==> src/rtl/sha256_pkg.sv <==
// sha256_pkg
// Shared definitions for the SHA-256 round engine:
//   - block/state widths
//   - K[0..63] round-constant table and the standard initial hash value
//   - FSM state enum
//   - SIG0/SIG1 (compression), sig0/sig1 (schedule), Ch and Maj helpers
package sha256_pkg;

    localparam int BLOCK_W = 512;
    localparam int STATE_W = 256;

    typedef enum logic [1:0] {
        ST_IDLE,
        ST_LOAD,
        ST_ROUND,
        ST_DONE
    } sha_state_e;

    localparam logic [255:0] SHA256_IV = {
        32'h6a09e667, 32'hbb67ae85, 32'h3c6ef372, 32'ha54ff53a,
        32'h510e527f, 32'h9b05688c, 32'h1f83d9ab, 32'h5be0cd19
    };

    localparam logic [31:0] K [0:63] = '{
        32'h428a2f98, 32'h71374491, 32'hb5c0fbcf, 32'he9b5dba5,
        32'h3956c25b, 32'h59f111f1, 32'h923f82a4, 32'hab1c5ed5,
        32'hd807aa98, 32'h12835b01, 32'h243185be, 32'h550c7dc3,
        32'h72be5d74, 32'h80deb1fe, 32'h9bdc06a7, 32'hc19bf174,
        32'he49b69c1, 32'hefbe4786, 32'h0fc19dc6, 32'h240ca1cc,
        32'h2de92c6f, 32'h4a7484aa, 32'h5cb0a9dc, 32'h76f988da,
        32'h983e5152, 32'ha831c66d, 32'hb00327c8, 32'hbf597fc7,
        32'hc6e00bf3, 32'hd5a79147, 32'h06ca6351, 32'h14292967,
        32'h27b70a85, 32'h2e1b2138, 32'h4d2c6dfc, 32'h53380d13,
        32'h650a7354, 32'h766a0abb, 32'h81c2c92e, 32'h92722c85,
        32'ha2bfe8a1, 32'ha81a664b, 32'hc24b8b70, 32'hc76c51a3,
        32'hd192e819, 32'hd6990624, 32'hf40e3585, 32'h106aa070,
        32'h19a4c116, 32'h1e376c08, 32'h2748774c, 32'h34b0bcb5,
        32'h391c0cb3, 32'h4ed8aa4a, 32'h5b9cca4f, 32'h682e6ff3,
        32'h748f82ee, 32'h78a5636f, 32'h84c87814, 32'h8cc70208,
        32'h90befffa, 32'ha4506ceb, 32'hbef9a3f7, 32'hc67178f2
    };

    function automatic logic [31:0] rotr(input logic [31:0] x, input int unsigned n);
        return (x >> n) | (x << (32 - n));
    endfunction

    function automatic logic [31:0] SIG0(input logic [31:0] x);
        return rotr(x, 2) ^ rotr(x, 13) ^ rotr(x, 22);
    endfunction

    function automatic logic [31:0] SIG1(input logic [31:0] x);
        return rotr(x, 6) ^ rotr(x, 11) ^ rotr(x, 25);
    endfunction

    function automatic logic [31:0] sig0(input logic [31:0] x);
        return rotr(x, 7) ^ rotr(x, 18) ^ (x >> 3);
    endfunction

    function automatic logic [31:0] sig1(input logic [31:0] x);
        return rotr(x, 17) ^ rotr(x, 19) ^ (x >> 10);
    endfunction

    function automatic logic [31:0] Ch(input logic [31:0] e, input logic [31:0] f,
                                       input logic [31:0] g);
        return (e & f) ^ (~e & g);
    endfunction

    function automatic logic [31:0] Maj(input logic [31:0] a, input logic [31:0] b,
                                        input logic [31:0] c);
        return (a & b) ^ (a & c) ^ (b & c);
    endfunction

endpackage

==> src/rtl/sha256_round_engine_if.sv <==
// sha256_round_engine_if
// Bus between a requester (master) and the round engine (slave).
//   i_start          request to compress one block
//   i_block[511:0]   message block, W0 in the top word
//   i_hin[255:0]     chaining value H0..H7, H0 in the top word
//   o_busy           engine is loading or running rounds
//   o_count[6:0]     rounds completed
//   o_a .. o_h       working variables
//   o_done           single-cycle completion pulse
interface sha256_round_engine_if;
    import sha256_pkg::*;

    logic               i_start;
    logic [BLOCK_W-1:0] i_block;
    logic [STATE_W-1:0] i_hin;
    logic               o_busy;
    logic [6:0]         o_count;
    logic [31:0]        o_a, o_b, o_c, o_d, o_e, o_f, o_g, o_h;
    logic               o_done;

    modport slave (
        input  i_start, i_block, i_hin,
        output o_busy, o_count, o_a, o_b, o_c, o_d, o_e, o_f, o_g, o_h, o_done
    );

    modport master (
        output i_start, i_block, i_hin,
        input  o_busy, o_count, o_a, o_b, o_c, o_d, o_e, o_f, o_g, o_h, o_done
    );

endinterface

==> src/rtl/sha256_msg_sched.sv <==
// sha256_msg_sched
// 16-word message schedule shift register. Entry 0 always holds W[t] for
// the current round; each advance shifts down by one and appends W[t+16].
//   i_clk, i_rst  clock, synchronous active-low reset
//   load          copy W0..W15 from block
//   advance       shift one word and append the next schedule word
//   block[511:0]  message block, W0 in the top word
//   w_t[31:0]     schedule word for the current round
module sha256_msg_sched
    import sha256_pkg::*;
(
    input  logic               i_clk,
    input  logic               i_rst,
    input  logic               load,
    input  logic               advance,
    input  logic [BLOCK_W-1:0] block,
    output logic [31:0]        w_t
);

    logic [31:0] w [16];
    logic [31:0] w_new;

    // With w[k] = W[t+k], the recurrence for W[t+16] uses entries 14, 9, 1 and 0.
    assign w_new = sig1(w[14]) + w[9] + sig0(w[1]) + w[0];
    assign w_t   = w[0];

    // Load has priority over advance; the FSM never asserts both together.
    always_ff @(posedge i_clk) begin
        if (!i_rst) begin
            for (int i = 0; i < 16; i++) w[i] <= '0;
        end else if (load) begin
            for (int i = 0; i < 16; i++) w[i] <= block[BLOCK_W-1-32*i -: 32];
        end else if (advance) begin
            for (int i = 0; i < 15; i++) w[i] <= w[i+1];
            w[15] <= w_new;
        end
    end

endmodule

==> src/rtl/sha256_round_engine.sv <==
// sha256_round_engine
// Iterative SHA-256 compression: one round per clock, 65 cycles from an
// accepted start to completion (one LOAD cycle plus 64 ROUND cycles).
//   i_clk, i_rst  clock, synchronous active-low reset
//   bus           sha256_round_engine_if slave: i_start/i_block/i_hin in,
//                 o_busy/o_count/o_a..o_h/o_done out
//   DONE_HOLD     0: leave DONE after one cycle; 1: stay in DONE until i_start
module sha256_round_engine
    import sha256_pkg::*;
#(
    parameter bit DONE_HOLD = 1'b0
) (
    input  logic                  i_clk,
    input  logic                  i_rst,
    sha256_round_engine_if.slave  bus
);

    sha_state_e         state, state_next;
    logic               busy;
    logic               sched_load, sched_advance;
    logic [BLOCK_W-1:0] block_q;
    logic [STATE_W-1:0] hin_q;
    logic [31:0]        a, b, c, d, e, f, g, h;
    logic [6:0]         count;
    logic               done;
    logic [31:0]        w_t, t1, t2;

    sha256_msg_sched u_sched (
        .i_clk   (i_clk),
        .i_rst   (i_rst),
        .load    (sched_load),
        .advance (sched_advance),
        .block   (block_q),
        .w_t     (w_t)
    );

    assign t1 = h + SIG1(e) + Ch(e, f, g) + K[count[5:0]] + w_t;
    assign t2 = SIG0(a) + Maj(a, b, c);

    // State register.
    always_ff @(posedge i_clk) begin
        if (!i_rst) state <= ST_IDLE;
        else        state <= state_next;
    end

    // Next-state and control decode. A start during the first DONE cycle
    // (while o_done is pulsing) is deliberately dropped.
    always_comb begin
        state_next    = state;
        busy          = 1'b0;
        sched_load    = 1'b0;
        sched_advance = 1'b0;
        case (state)
            ST_IDLE: begin
                if (bus.i_start) state_next = ST_LOAD;
            end
            ST_LOAD: begin
                busy       = 1'b1;
                sched_load = 1'b1;
                state_next = ST_ROUND;
            end
            ST_ROUND: begin
                busy          = 1'b1;
                sched_advance = 1'b1;
                if (count == 7'd63) state_next = ST_DONE;
            end
            ST_DONE: begin
                if (!DONE_HOLD)                 state_next = ST_IDLE;
                else if (bus.i_start && !done)  state_next = ST_LOAD;
            end
            default: state_next = ST_IDLE;
        endcase
    end

    // Datapath: capture inputs on an accepted start, seed a..h in LOAD,
    // run one compression round per ROUND cycle and flag the last one.
    always_ff @(posedge i_clk) begin
        if (!i_rst) begin
            block_q <= '0;
            hin_q   <= '0;
            {a, b, c, d, e, f, g, h} <= '0;
            count   <= '0;
            done    <= 1'b0;
        end else begin
            done <= 1'b0;
            if (state_next == ST_LOAD) begin
                block_q <= bus.i_block;
                hin_q   <= bus.i_hin;
                count   <= '0;
            end
            case (state)
                ST_LOAD: begin
                    {a, b, c, d, e, f, g, h} <= hin_q;
                    count <= '0;
                end
                ST_ROUND: begin
                    h     <= g;
                    g     <= f;
                    f     <= e;
                    e     <= d + t1;
                    d     <= c;
                    c     <= b;
                    b     <= a;
                    a     <= t1 + t2;
                    count <= count + 7'd1;
                    if (count == 7'd63) done <= 1'b1;
                end
                ST_DONE: begin
                    if (!DONE_HOLD) count <= '0;
                end
                default: ;
            endcase
        end
    end

    assign bus.o_busy  = busy;
    assign bus.o_count = count;
    assign bus.o_done  = done;
    assign bus.o_a     = a;
    assign bus.o_b     = b;
    assign bus.o_c     = c;
    assign bus.o_d     = d;
    assign bus.o_e     = e;
    assign bus.o_f     = f;
    assign bus.o_g     = g;
    assign bus.o_h     = h;

endmodule

==> src/flat_wrapper.sv <==
// flat-port wrapper written by rule: the top's interface ports become plain ports
module sha256_round_engine_flat import sha256_pkg::*;
#(
    parameter bit DONE_HOLD = 1'b0
)
  (i_clk, i_rst, bus_i_start, bus_i_block, bus_i_hin, bus_o_busy, bus_o_count, bus_o_a, bus_o_b, bus_o_c, bus_o_d, bus_o_e, bus_o_f, bus_o_g, bus_o_h, bus_o_done);
  sha256_round_engine_if bus_i ();
  input  logic i_clk;
  input  logic i_rst;
  input wire logic [$bits(bus_i.i_start)-1:0] bus_i_start;
  input wire logic [$bits(bus_i.i_block)-1:0] bus_i_block;
  input wire logic [$bits(bus_i.i_hin)-1:0] bus_i_hin;
  output wire logic [$bits(bus_i.o_busy)-1:0] bus_o_busy;
  output wire logic [$bits(bus_i.o_count)-1:0] bus_o_count;
  output wire logic [$bits(bus_i.o_a)-1:0] bus_o_a;
  output wire logic [$bits(bus_i.o_b)-1:0] bus_o_b;
  output wire logic [$bits(bus_i.o_c)-1:0] bus_o_c;
  output wire logic [$bits(bus_i.o_d)-1:0] bus_o_d;
  output wire logic [$bits(bus_i.o_e)-1:0] bus_o_e;
  output wire logic [$bits(bus_i.o_f)-1:0] bus_o_f;
  output wire logic [$bits(bus_i.o_g)-1:0] bus_o_g;
  output wire logic [$bits(bus_i.o_h)-1:0] bus_o_h;
  output wire logic [$bits(bus_i.o_done)-1:0] bus_o_done;
  assign bus_i.i_start = bus_i_start;
  assign bus_i.i_block = bus_i_block;
  assign bus_i.i_hin = bus_i_hin;
  assign bus_o_busy = bus_i.o_busy;
  assign bus_o_count = bus_i.o_count;
  assign bus_o_a = bus_i.o_a;
  assign bus_o_b = bus_i.o_b;
  assign bus_o_c = bus_i.o_c;
  assign bus_o_d = bus_i.o_d;
  assign bus_o_e = bus_i.o_e;
  assign bus_o_f = bus_i.o_f;
  assign bus_o_g = bus_i.o_g;
  assign bus_o_h = bus_i.o_h;
  assign bus_o_done = bus_i.o_done;
  sha256_round_engine #(.DONE_HOLD(DONE_HOLD)) u_core (.i_clk(i_clk), .i_rst(i_rst), .bus(bus_i));
endmodule
==> config.mk <==
export PLATFORM = sky130hd
export DESIGN_NAME = sha256_round_engine_flat
export DESIGN_NICKNAME = d
export VERILOG_FILES = /design/src/rtl/sha256_pkg.sv /design/src/rtl/sha256_round_engine_if.sv /design/src/rtl/sha256_msg_sched.sv /design/src/rtl/sha256_round_engine.sv /design/src/flat_wrapper.sv
export SDC_FILE = /design/constraint.sdc
export NUM_CORES = 2
export LEC_CHECK = 0
export BUFFER_PORTS_ARGS = -buffer_cell sky130_fd_sc_hd__buf_2
export CORE_MARGIN = 5
export CORE_UTILIZATION = 30
export CTS_BUF_LIST = sky130_fd_sc_hd__clkbuf_4
export DETAILED_ROUTE_END_ITERATION = 16
export GPL_TIMING_DRIVEN = 1
export PLACE_DENSITY = 0.56
export SYNTH_ARGS = -nofsm -noshare
export SYNTH_HDL_FRONTEND = slang
export SYNTH_SLANG_ARGS = --single-unit
export TNS_END_PERCENT = 20
==> constraint.sdc <==
create_clock -name i_clk -period 8.3 [get_ports i_clk]
set_input_delay 0 -clock i_clk [delete_from_list [all_inputs] [get_ports i_clk]]
set_output_delay 0 -clock i_clk [all_outputs]
set_load 0.005 [all_outputs]
==> results of run 1 <==
Yosys cell counts, types with 5 or more instances:
library cell	instances
a21o_1	65
nand4_1	15
o311ai_0	10
mux4_2	8
a22o_1	182
maj3_1	26
o21a_1	19
nand2b_1	24
buf_1	49
o311a_1	6
xnor2_1	278
mux2_2	8
buf_2	84
dfxtp_1	1034
a31oi_1	36
o22ai_1	11
xor2_1	70
o21bai_1	20
or3_1	27
nor2b_1	28
o211ai_1	31
o31ai_1	6
a21boi_0	5
nand3_1	42
nand3b_1	8
ha_1	149
and3_1	156
a221oi_1	12
a211oi_1	249
inv_1	206
nor3_1	43
o2111ai_1	5
edfxtp_1	512
mux2i_1	437
a21oi_1	1108
o21ai_0	165
clkbuf_1	534
nor2_1	667
nor3b_1	6
and2_1	12
fa_1	187
nand2_1	1681
a311oi_1	18
or2_2	7
cell families after synthesis:
| logic type | Yosys count |
|---|---|
| flops | 1546 |
| simple gates | 2726 |
| xor+xnor | 349 |
| mux | 453 |
| buf+inv | 876 |
| compound gates | 2002 |
| fa+ha+maj | 362 |
metrics by stage:
stage          instance area [sq um]  setup TNS [ps]  instances  hold slack [ps]  setup slack [ps]
3_5_place_dp                   86900            -663      12500              247              -236
3_3_place_gp                   86900            -483      12500              242              -181
2_1_floorplan                  76400               0       8314              136               111
==> qor.yml, run 1 <==
synthesis:
  yosysWarningCount: 0
  ys_seq_area_share_pct: 47.2
  synthMuxAreaShare_pct: 6.08
  async_reset_ff_share_pct: 0
  synthCells: 8314
  yosysUniqueCellTypes: 82
  synth-edff-count: 512
  synth_area_leaders: "dfxtp_1, edfxtp_1, nand2_1"
  yosys_most_used_dff: "dfxtp_1"
  post-synth-top-area-cell: "dfxtp_1"
  synthesis.nets: 9421
  avgSynthCellArea_sq_um: 9.19
  synth_compound_area_share_pct: 16.0
  synth_top_area_share_pct: 27.1
  synthXorXnorAreaFrac_pct: 4.02
  syn_area_sq_um: 76400
  synth_top_family_by_area: "compound AO/OA/AOI/OAI gates"
  synthSimpleGateAreaFrac_pct: 14.5
  synth_fa_ha_area_share_pct: 7.68
  synth_seq_cells: 1546
clock_network:
  clkSinkCount: 1546
  post_cts_buffers: 0
  cts_made_buffers: 431
  ctsHoldBuffers: 2654
  cts_resized: 9
  clock_path_buffers: 4
  cts_root_buffer: "clkbuf_4"
  htree_levels: 5
floorplanning:
  ioPinCount: 1036
  row_count: 185
  die_h_microns: 515
  fp.dieW_microns: 515
  floorplan.initialDensity_pct: 30.1
status:
  haltStage: "clock tree synthesis (4_1_cts)"
  status: "did not finish"
  error: "[ERROR RSZ-0060] Max buffer count reached."
placement:
  port_buffers: 1035
  gp_routability_congestion: 0.915
  hpwl_mm: 260
==> run 2, diff against run 1 <==
CORE_UTILIZATION = 20   (was 30)
CTS_BUF_LIST = unset   (was sky130_fd_sc_hd__clkbuf_4)
PLACE_DENSITY = unset   (was 0.56)
PLACE_DENSITY_LB_ADDON = 0.15   (was unset)
clock period = 10.79 ns   (was 8.3 ns; I/O delays follow)
==> qor.yml, run 2 <==
clock_network:
  htree_levels: 4
  cts_resized: 0
  clock_latency_ps: 910
  tritoncts: "yes"
  clock_path_buffers: 4
  clk_pin_slew_worst_paths_ps: 60
  cts_made_buffers: 195
  cts_root_buffer: "clkbuf_16"
  clkSinkCount: 1546
setup_path:
  slowest_delay_ps: 800
  cp.required_ps: 11470
  regToRegEndpoint: "u_core.bus.o_a[29]"
  cp_max_fo: 15
  crit_type: "reg -> reg"
  cpMostUsedCell: "inv_1"
  cp-start-kind: "register"
  rr_worst_depth: 33
  cpMaxStageDelayCell: "ha_1"
  end_kind: "register"
  cp.arrival_ps: 10360
  rr_startpoint: "u_core.bus.o_count[1]"
  reg2reg_slack_ps: 1110
cells_and_area:
  multi_input_area_sq_um: 37000
  fin_cells: 15700
  area_delta_synth_final_pct: 41.6
  drive_gt1_share_pct: 14.0
  finish.utilization_pct: 28.4
  reg.largest.list: "u_core.block_q: 512 flops, u_core.u_sched.w: 512 flops, u_core.hin_q: 256 flops"
  final_common_cell: "nand2_1"
  finalNetCount: 11600
  mostFrequentLayoutCells: "nand2_1, dlygate4sd3_1, a21oi_1, buf_2, dfxtp_1"
  seq_area_sq_um: 36100
  fillers: 40600
timing:
  fmaxAchievable_ghz: 0.103
  tightest_slew_ps: 1360
  maxSlewHeadroom_pct: 9.26
  tns_ps: 0
  skew_ps: 85.8
  finalCritPeriodShare_pct: 89.7
  slew_viol_final: 0
  fin_ws_ps: 1110
  layout_min_cycle_time_ps: 9680
  hold_viol: 0
  setup_viol: 0
  rsz0062_at_grt: "false"
global_route:
  antenna_found_initial: 37
  grt_use_total_pct: 19.6
  grt_max_degree: 207
  overflow: 0
  grt_pass1_vias: 72700
  grt_pass1_wl_mm: 564
drt:
  first_iter_violations: 4840
  wl_per_cell_microns: 25.7
  wl_mm: 404
  drtPass1Iterations: 5
  drc: 0
  via_per_inst: 4.50
  vias: 70800
  ant_nets: 0
synthesis:
  yosysWarningCount: 0
  ys_seq_area_share_pct: 47.2
  synth_seq_cells: 1546
  yosysMostFrequentCell: "nand2_1"
  yosysUniqueCellTypes: 82
  avgSynthCellArea_sq_um: 9.19
  post-synth-top-area-cell: "dfxtp_1"
  async_reset_ff_share_pct: 0
  synth_top_area_share_pct: 27.1
  yosys-top-cells-count: "nand2_1, a21oi_1, dfxtp_1"
  synth-edff-count: 512
  syn_area_sq_um: 76400
  synthesis.nets: 9421
  yosys_most_used_dff: "dfxtp_1"
  synth_area_leaders: "dfxtp_1, edfxtp_1, nand2_1"
  synthCells: 8314
placement:
  port_buffers: 1035
  gp_routability_congestion: 0.874
  hpwl_mm: 296
  dp_slack_ps: 1100
  post-place-cells: 13800
power_and_ir_drop:
  p_switching_mw: 23.1
  ir_drop_mv: 0.783
  p_seq_share_pct: 18.8
  total_power_mw: 45.4
  internal_power_mw: 22.2
  power_frac_comb_pct: 66.3
  power.density_nw_per_um2: 419
  p_leak_nw: 42.3
  p_sw_share_pct: 51.0
  p_clk_share_pct: 14.9
status:
  status: "finished, final reports clean"
hold_path:
  hp-start: "bus_i_hin[251]"
  min_to: "u_core.hin_q[251]"
  hold_depth: 4
  hp-class: "in -> reg"
floorplanning:
  ioPinCount: 1036
  floorplan.initialDensity_pct: 20.0
  fp.dieW_microns: 628
  die_h_microns: 628
  core_area_sq_um: 381000
  row_count: 227
  die_area_sq_um: 394000
run:
  drv_cap: 0
[run 2: through the flow]
stage | area (sq um) | hold WS, ps
floorplan | 76400 | 136
global placement | 86400 | 244
detailed placement | 86400 | 247
CTS | 108000 | 3.81
global route | 108000 | 43.5
finish | 108000 | 49.2
[run 2: how the worst max path moves through the flow]
stage                               start                 end  slack, ps  cells past startpoint
finish              u_core.bus.o_count[1]  u_core.bus.o_a[29]       1110                     33
global route        u_core.bus.o_count[1]  u_core.bus.o_a[29]        470                     34
CTS                 u_core.bus.o_count[1]  u_core.bus.o_a[29]       1070                     34
detailed placement  u_core.bus.o_count[1]  u_core.bus.o_a[29]       1100                     34
global placement    u_core.bus.o_count[1]  u_core.bus.o_a[29]       1170                     34
floorplan           u_core.bus.o_count[0]  u_core.bus.o_a[29]       2460                     35
[run 2: worst max-delay path, delay by kind of cell, from the launching register on]
family / cells / cell delay [ps]
simple gates: 6 / 1490
xor+xnor: 2 / 510
fa+ha+maj: 7 / 3280
buf+inv: 5 / 760
compound gates: 13 / 3050
flops: 1 / 400
[run 2: power by group through the flow]
| stage | combinational (mW) | sequential [mW] | clock (mW) |
|---|---|---|---|
| 2_1_floorplan | 19.7 | 7.79 | 0 |
| 3_3_place_gp | 29.5 | 8.64 | 0 |
| 3_5_place_dp | 29.5 | 8.65 | 0 |
| 4_1_cts | 30.2 | 8.53 | 6.97 |
| 5_1_grt | 32.8 | 8.60 | 7.19 |
| 6_report | 30.1 | 8.51 | 6.76 |
[run 2: cell families (layout without fill, tap and decap cells)]
kind of cell | count (synthesis) | after routing | share of synthesized area, %
AND/OR/NAND/NOR | 2726 | 2726 | 14.5
AO/OA/AOI/OAI | 2002 | 2002 | 16.0
flip-flops | 1546 | 1546 | 47.2
buffers and inverters | 876 | 3241 | 4.44
multiplexers | 453 | 453 | 6.08
adder cells (fa/ha/maj) | 362 | 362 | 7.68
XOR/XNOR | 349 | 349 | 4.02
other | 0 | 20 | 0
[run 2: area by class of cell]
type / count / area share (%)
diodes: 20 / 0.0463
clock buffers: 312 / 5.40
clock inverters: 50 / 0.631
inverters: 209 / 0.734
multi-input cells: 5892 / 34.2
flip-flops and latches: 1546 / 33.4
well taps: 5038 / 5.83
repair buffers: 2670 / 19.8
[run 2: layer usage]
layer	global-route usage, %	up-vias	routed length, microns
met2	34.4	1895	200000
met1	25.3	35300	177000
met3	2.22	494	15200
li1	-	33100	-
met5	0	-	27
met4	5.35	4	12400
[run 2: timing repair]
action | CTS | global route
endpoints found under the hold margin | 814 | 0
buffers inserted | 0 | 0
hold buffers | 1523 | 0
setup endpoints to repair | 0 | 0
Power figures use the tool's default switching activity.
